File: src/rtl/pic_8259a_pkg.sv
// Shared encodings for the 8259A command-word sequencer: FSM states and
// the ICW1/OCW3 bit positions used when decoding CPU writes.
package pic_8259a_pkg;

    typedef enum logic [2:0] {
        ST_IDLE      = 3'd0,
        ST_WAIT_ICW2 = 3'd1,
        ST_WAIT_ICW3 = 3'd2,
        ST_WAIT_ICW4 = 3'd3,
        ST_READY     = 3'd4
    } init_state_t;

    localparam int ICW1_IC4_BIT    = 0;
    localparam int ICW1_SNGL_BIT   = 1;
    localparam int ICW1_LTIM_BIT   = 3;
    localparam int ICW1_MARKER_BIT = 4;
    localparam int OCW3_SELECT_BIT = 3;

    function automatic logic is_wait_state(input init_state_t s);
        return (s == ST_WAIT_ICW2) || (s == ST_WAIT_ICW3) || (s == ST_WAIT_ICW4);
    endfunction

endpackage

File: src/rtl/init_timeout_counter.sv
// Counts cycles spent waiting for the rest of an initialization sequence;
// flags expiry on the last allowed cycle. Built only with INIT_TIMEOUT_EN.
module init_timeout_counter #(
    parameter int CYCLES = 1024
) (
    input  logic clock,
    input  logic reset_n,
    input  logic clear,
    input  logic run,
    output logic expired
);

    localparam int W = (CYCLES > 1) ? $clog2(CYCLES) : 1;
    localparam logic [W-1:0] LAST = W'(CYCLES - 1);

    logic [W-1:0] count;

    // Wraps at LAST so a write that beats expiry starts a fresh window.
    always_ff @(posedge clock or negedge reset_n) begin
        if (!reset_n) begin
            count <= '0;
        end else if (clear || !run || (count == LAST)) begin
            count <= '0;
        end else begin
            count <= count + 1'b1;
        end
    end

    assign expired = run && (count == LAST);

endmodule

File: src/rtl/initialization_sequence_controller.sv
// Classifies 8259A CPU writes into ICW1-4 / OCW1-3 strobes and tracks the
// ICW sequence. Define INIT_TIMEOUT_EN to abort stalled sequences.
module initialization_sequence_controller
    import pic_8259a_pkg::*;
#(
    parameter int INIT_TIMEOUT_CYCLES = 1024
) (
    input  logic       clock,
    input  logic       reset_n,
    input  logic       write_enable,
    input  logic       address_0,
    input  logic [7:0] internal_data_bus,
    output logic       write_initial_command_word_1,
    output logic       write_initial_command_word_2,
    output logic       write_initial_command_word_3,
    output logic       write_initial_command_word_4,
    output logic       write_operation_control_word_1,
    output logic       write_operation_control_word_2,
    output logic       write_operation_control_word_3,
    output logic       single_or_cascade_config,
    output logic       level_or_edge_triggered_config,
    output logic       initialization_done,
    output logic       initialization_timeout
);

    init_state_t state;
    logic        ic4;
    logic        icw1_write;
    logic        a0_write;
    logic        ocw2_write;
    logic        ocw3_write;
    logic        timeout_expired;

    assign icw1_write = write_enable && !address_0 &&  internal_data_bus[ICW1_MARKER_BIT];
    assign a0_write   = write_enable &&  address_0;
    assign ocw2_write = write_enable && !address_0 && !internal_data_bus[ICW1_MARKER_BIT]
                        && !internal_data_bus[OCW3_SELECT_BIT];
    assign ocw3_write = write_enable && !address_0 && !internal_data_bus[ICW1_MARKER_BIT]
                        &&  internal_data_bus[OCW3_SELECT_BIT];

`ifdef INIT_TIMEOUT_EN
    logic timeout_pulse;

    init_timeout_counter #(
        .CYCLES (INIT_TIMEOUT_CYCLES)
    ) u_timeout (
        .clock   (clock),
        .reset_n (reset_n),
        .clear   (icw1_write),
        .run     (is_wait_state(state)),
        .expired (timeout_expired)
    );

    assign initialization_timeout = timeout_pulse;
`else
    assign timeout_expired        = 1'b0;
    assign initialization_timeout = 1'b0;
`endif

    always_ff @(posedge clock or negedge reset_n) begin
        if (!reset_n) begin
            state                          <= ST_IDLE;
            ic4                            <= 1'b0;
            single_or_cascade_config       <= 1'b0;
            level_or_edge_triggered_config <= 1'b0;
            initialization_done            <= 1'b0;
            write_initial_command_word_1   <= 1'b0;
            write_initial_command_word_2   <= 1'b0;
            write_initial_command_word_3   <= 1'b0;
            write_initial_command_word_4   <= 1'b0;
            write_operation_control_word_1 <= 1'b0;
            write_operation_control_word_2 <= 1'b0;
            write_operation_control_word_3 <= 1'b0;
`ifdef INIT_TIMEOUT_EN
            timeout_pulse                  <= 1'b0;
`endif
        end else begin
            write_initial_command_word_1   <= 1'b0;
            write_initial_command_word_2   <= 1'b0;
            write_initial_command_word_3   <= 1'b0;
            write_initial_command_word_4   <= 1'b0;
            write_operation_control_word_1 <= 1'b0;
            write_operation_control_word_2 <= 1'b0;
            write_operation_control_word_3 <= 1'b0;
`ifdef INIT_TIMEOUT_EN
            timeout_pulse                  <= 1'b0;
`endif
            if (icw1_write) begin
                // ICW1 always (re)starts the sequence, whatever state we are in.
                state                          <= ST_WAIT_ICW2;
                initialization_done            <= 1'b0;
                write_initial_command_word_1   <= 1'b1;
                ic4                            <= internal_data_bus[ICW1_IC4_BIT];
                single_or_cascade_config       <= internal_data_bus[ICW1_SNGL_BIT];
                level_or_edge_triggered_config <= internal_data_bus[ICW1_LTIM_BIT];
            end else if (a0_write) begin
                case (state)
                    ST_WAIT_ICW2: begin
                        write_initial_command_word_2 <= 1'b1;
                        if (!single_or_cascade_config) begin
                            state <= ST_WAIT_ICW3;
                        end else if (ic4) begin
                            state <= ST_WAIT_ICW4;
                        end else begin
                            state               <= ST_READY;
                            initialization_done <= 1'b1;
                        end
                    end
                    ST_WAIT_ICW3: begin
                        write_initial_command_word_3 <= 1'b1;
                        if (ic4) begin
                            state <= ST_WAIT_ICW4;
                        end else begin
                            state               <= ST_READY;
                            initialization_done <= 1'b1;
                        end
                    end
                    ST_WAIT_ICW4: begin
                        write_initial_command_word_4 <= 1'b1;
                        state                        <= ST_READY;
                        initialization_done          <= 1'b1;
                    end
                    ST_READY: begin
                        write_operation_control_word_1 <= 1'b1;
                    end
                    default: begin
                    end
                endcase
            end else if (timeout_expired) begin
                // Dropped OCW-pattern writes do not count as progress.
                state <= ST_IDLE;
`ifdef INIT_TIMEOUT_EN
                timeout_pulse <= 1'b1;
`endif
            end else if (state == ST_READY) begin
                write_operation_control_word_2 <= ocw2_write;
                write_operation_control_word_3 <= ocw3_write;
            end
        end
    end

endmodule

File: config.mk
export PLATFORM = sky130hd
export DESIGN_NAME = initialization_sequence_controller
export DESIGN_NICKNAME = d
export VERILOG_FILES = /design/src/rtl/pic_8259a_pkg.sv /design/src/rtl/init_timeout_counter.sv /design/src/rtl/initialization_sequence_controller.sv
export SDC_FILE = /design/constraint.sdc
export NUM_CORES = 1
export LEC_CHECK = 0
export CAP_MARGIN = 10
export CORE_MARGIN = 3
export CORE_UTILIZATION = 43
export CTS_BUF_LIST = sky130_fd_sc_hd__clkbuf_4
export CTS_CLUSTER_DIAMETER = 150
export CTS_CLUSTER_SIZE = 30
export DETAILED_ROUTE_END_ITERATION = 8
export PLACE_DENSITY = 0.77
export SYNTH_ARGS = -nofsm -noshare
export SYNTH_HDL_FRONTEND = slang
export SYNTH_SLANG_ARGS = --single-unit
File: constraint.sdc
create_clock -name clock -period 1.4 [get_ports clock]
set_input_delay 0.28 -clock clock [delete_from_list [all_inputs] [get_ports clock]]
set_output_delay 0.28 -clock clock [all_outputs]
set_load 0.05 [all_outputs]
==> results <==
## synthesized netlist by cell type
library cell and instances:
conb_1 1, a221o_1 1, buf_4 1, and2b_2 1, a2bb2oi_1 1, a21oi_1 1, dfrtp_1 14, a31oi_1 1
o21a_1 2, nor3b_1 1, mux2_2 2, a211o_1 1, and4_2 1, nand3_1 1, o21ai_0 1, nor2_1 6
buf_2 1, o22ai_1 1, nand4b_1 1, nand3b_2 1, nand2b_1 2, nand2_1 3, inv_1 4, nand3b_1 2
## metrics by stage
stage          cell area (sq um)  hold WS [ns]  std cells
3_3_place_gp               894.6        0.5208         85
6_report                   920.9        0.3044         89
3_5_place_dp               894.6        0.5379         85
2_1_floorplan              581.8      -0.01559         51
5_1_grt                    920.9        0.3129         89
4_1_cts                    920.9        0.3115         89
## layer usage
layer / vias up / global-route usage (%)
met5: - / 0
met4: 0 / 5.590
met3: 2 / 2.966
met2: 14 / 27.25
met1: 213 / 17.57
li1: 223 / -
## worst reg2reg max path: cells and delay by family (launching register included)
family	cells	cell delay, ns
AO/OA/AOI/OAI	1	0.39
AND/OR/NAND/NOR	1	0.26
flip-flops	1	0.43
## power groups by stage
stage | registers [W] | logic (W) | clock network, W
finish | 0.000611 | 0.000552 | 0.000222
global route | 0.000635 | 0.000587 | 0.000245
CTS | 0.000610 | 0.000558 | 0.000226
detailed placement | 0.000617 | 0.000555 | 0
global placement | 0.000613 | 0.000537 | 0
floorplan | 0.000685 | 0.000219 | 0
## final timing paths
check,to,slack [ns]
setup / recovery,state[0]$_DFFE_PN0P_,0.13
hold / removal,state[1]$_DFFE_PN0P_,0.30
setup reg to reg,state[0]$_DFFE_PN0P_,0.22
hold reg to reg,level_or_edge_triggered_config$_DFFE_PN0P_,0.55
max in group asynchronous,single_or_cascade_config$_DFFE_PN0P_,0.93
min in group clock,level_or_edge_triggered_config$_DFFE_PN0P_,0.55
## kinds of logic after synthesis
kind of cell / Yosys count / share of synthesized area [%]
other cells: 1 / 0.6445
mux: 2 / 3.871
buf+inv: 6 / 4.730
flops: 14 / 60.22
compound gates: 9 / 11.18
simple gates: 19 / 19.35
## cell type report
class                   count  area (sq um)
clock buffers               3         22.52
repair buffers             22         307.8
inverters                   4         15.01
well taps                  14         17.52
multi-input cells          31         203.9
flip-flops and latches     14         350.3
clock inverters             1         3.754
fillers                    87         265.3
==> out/metrics.yaml <==
status: "finished clean"
pwr-share-comb_pct: 39.9
die-area_sq_um: 1831
clk_pin_slew_ns: 0.08
hold_viol_final: 0
ios: 23
syn_nets: 63
critPathBufInv: 1
max_freq_mhz: 787.5
irDropWorstVdd_uv: 1198
detail_route.vias_per_cell: 5.079
synth.avg_cell_area_sq_um: 11.41
antenna_cells: 0
die_x_microns: 42.79
p_int_w: 0.0008845
cts_resized: 0
crit_type: "in -> reg"
first_pass_iters: 3
regMostFlops: "state"
clkPwrFrac_pct: 16.0
largest_register_ffs: 3
postCtsSetupBuffers: 0
fin_crit_sh_pct: 90.70
skew_ns: 0.005096
syn_inst: 51
synth_top_area_share_pct: 60.22
antenna_found_initial: 0
maxCapViolCount: 0
core_sq_um: 1186
synth.top_cells.by_area: "dfrtp_1 60%, mux2_2 3.9%, nor2_1 3.9%, inv_1 2.6%, nand3b_1 2.6%"
switching_share_pct: 36.09
leakage_nw: 0.4285
fin_nets: 88
cts.sinks: 14
rsz0062_at_grt: "false"
critPathLaunch: "write_enable"
first_global_vias: 476
dp_worst_setup_slack_ns: -0.1422
finalSetupTns_ns: 0
critPathCaptureType: "flip-flop"
clock_tree.root_cell: "clkbuf_4"
worst_ep_arrival_time_ns: 1.43
max_stage_delay_ns: 0.49
synth_top_area_cell: "dfrtp_1"
drv_slew: 0
ff2ff_path_depth: 2
start_kind: "primary input"
clkLatencyLatePin_ns: 0.27
synth_area_sq_um: 581.8
final_cell_mix: "14 x dfrtp_1, 10 x buf_12, 7 x clkdlybuf4s50_1"
area_growth_pct: 58.28
yosysUniqueCellTypes: 24
port-buffer-count: 17
layout_commonest_cell: "dfrtp_1"
ctsLongestPathBuffers: 2
crit_path_cell_trace: "clkdlybuf4s50_1 -> nand3b_1 -> o22ai_1 -> a221o_1"
ys_ff_latch: 14
cts_made_buffers: 3
wl_per_cell_microns: 12.89
vias: 452
overflow: 0
power_w: 0.001384
layout-drive-gt1-share_pct: 30.67
r2r-start: "state[2]$_DFFE_PN0P_"
slowest_stage: "clkdlybuf4s50_1"
final_core_util_pct: 77.64
routabilityCongestion: 0.8132
fin_ws_ns: 0.1302
p_seq_share_pct: 44.1
track_usage_pct: 15.21
place_hpwl_microns: 935.7
hold_buffers: 0
hold_path_class: "in -> async"
worstPathRequired_ns: 1.56
rows: 12
first_iter_violations: 9
grt_max_degree: 15
finalSetupViolCount: 0
die_y_microns: 42.79
grt_first_pass_wirelength_mm: 2.070
p_per_area_nw_per_um2: 1503
highest_layer: "met4"
cp_max_fo: 5
period_needed_ns: 1.270
start_util_pct: 49.05
routed_wl_mm: 1.147
wl_met2_microns: 595
drt-met1-wl_microns: 463
switching_power_w: 0.0004995
route.met3.wl_microns: 73
path_delay_family: "buffers and inverters"
h-tree-depth: 1
yosysWarningCount: 0
post-route-drc-count: 0
ys_seq_area_share_pct: 60.22
critical_path_depth: 4
cts_tree: "done"
antenna_left: 0
(Power assumes the default switching activity.)
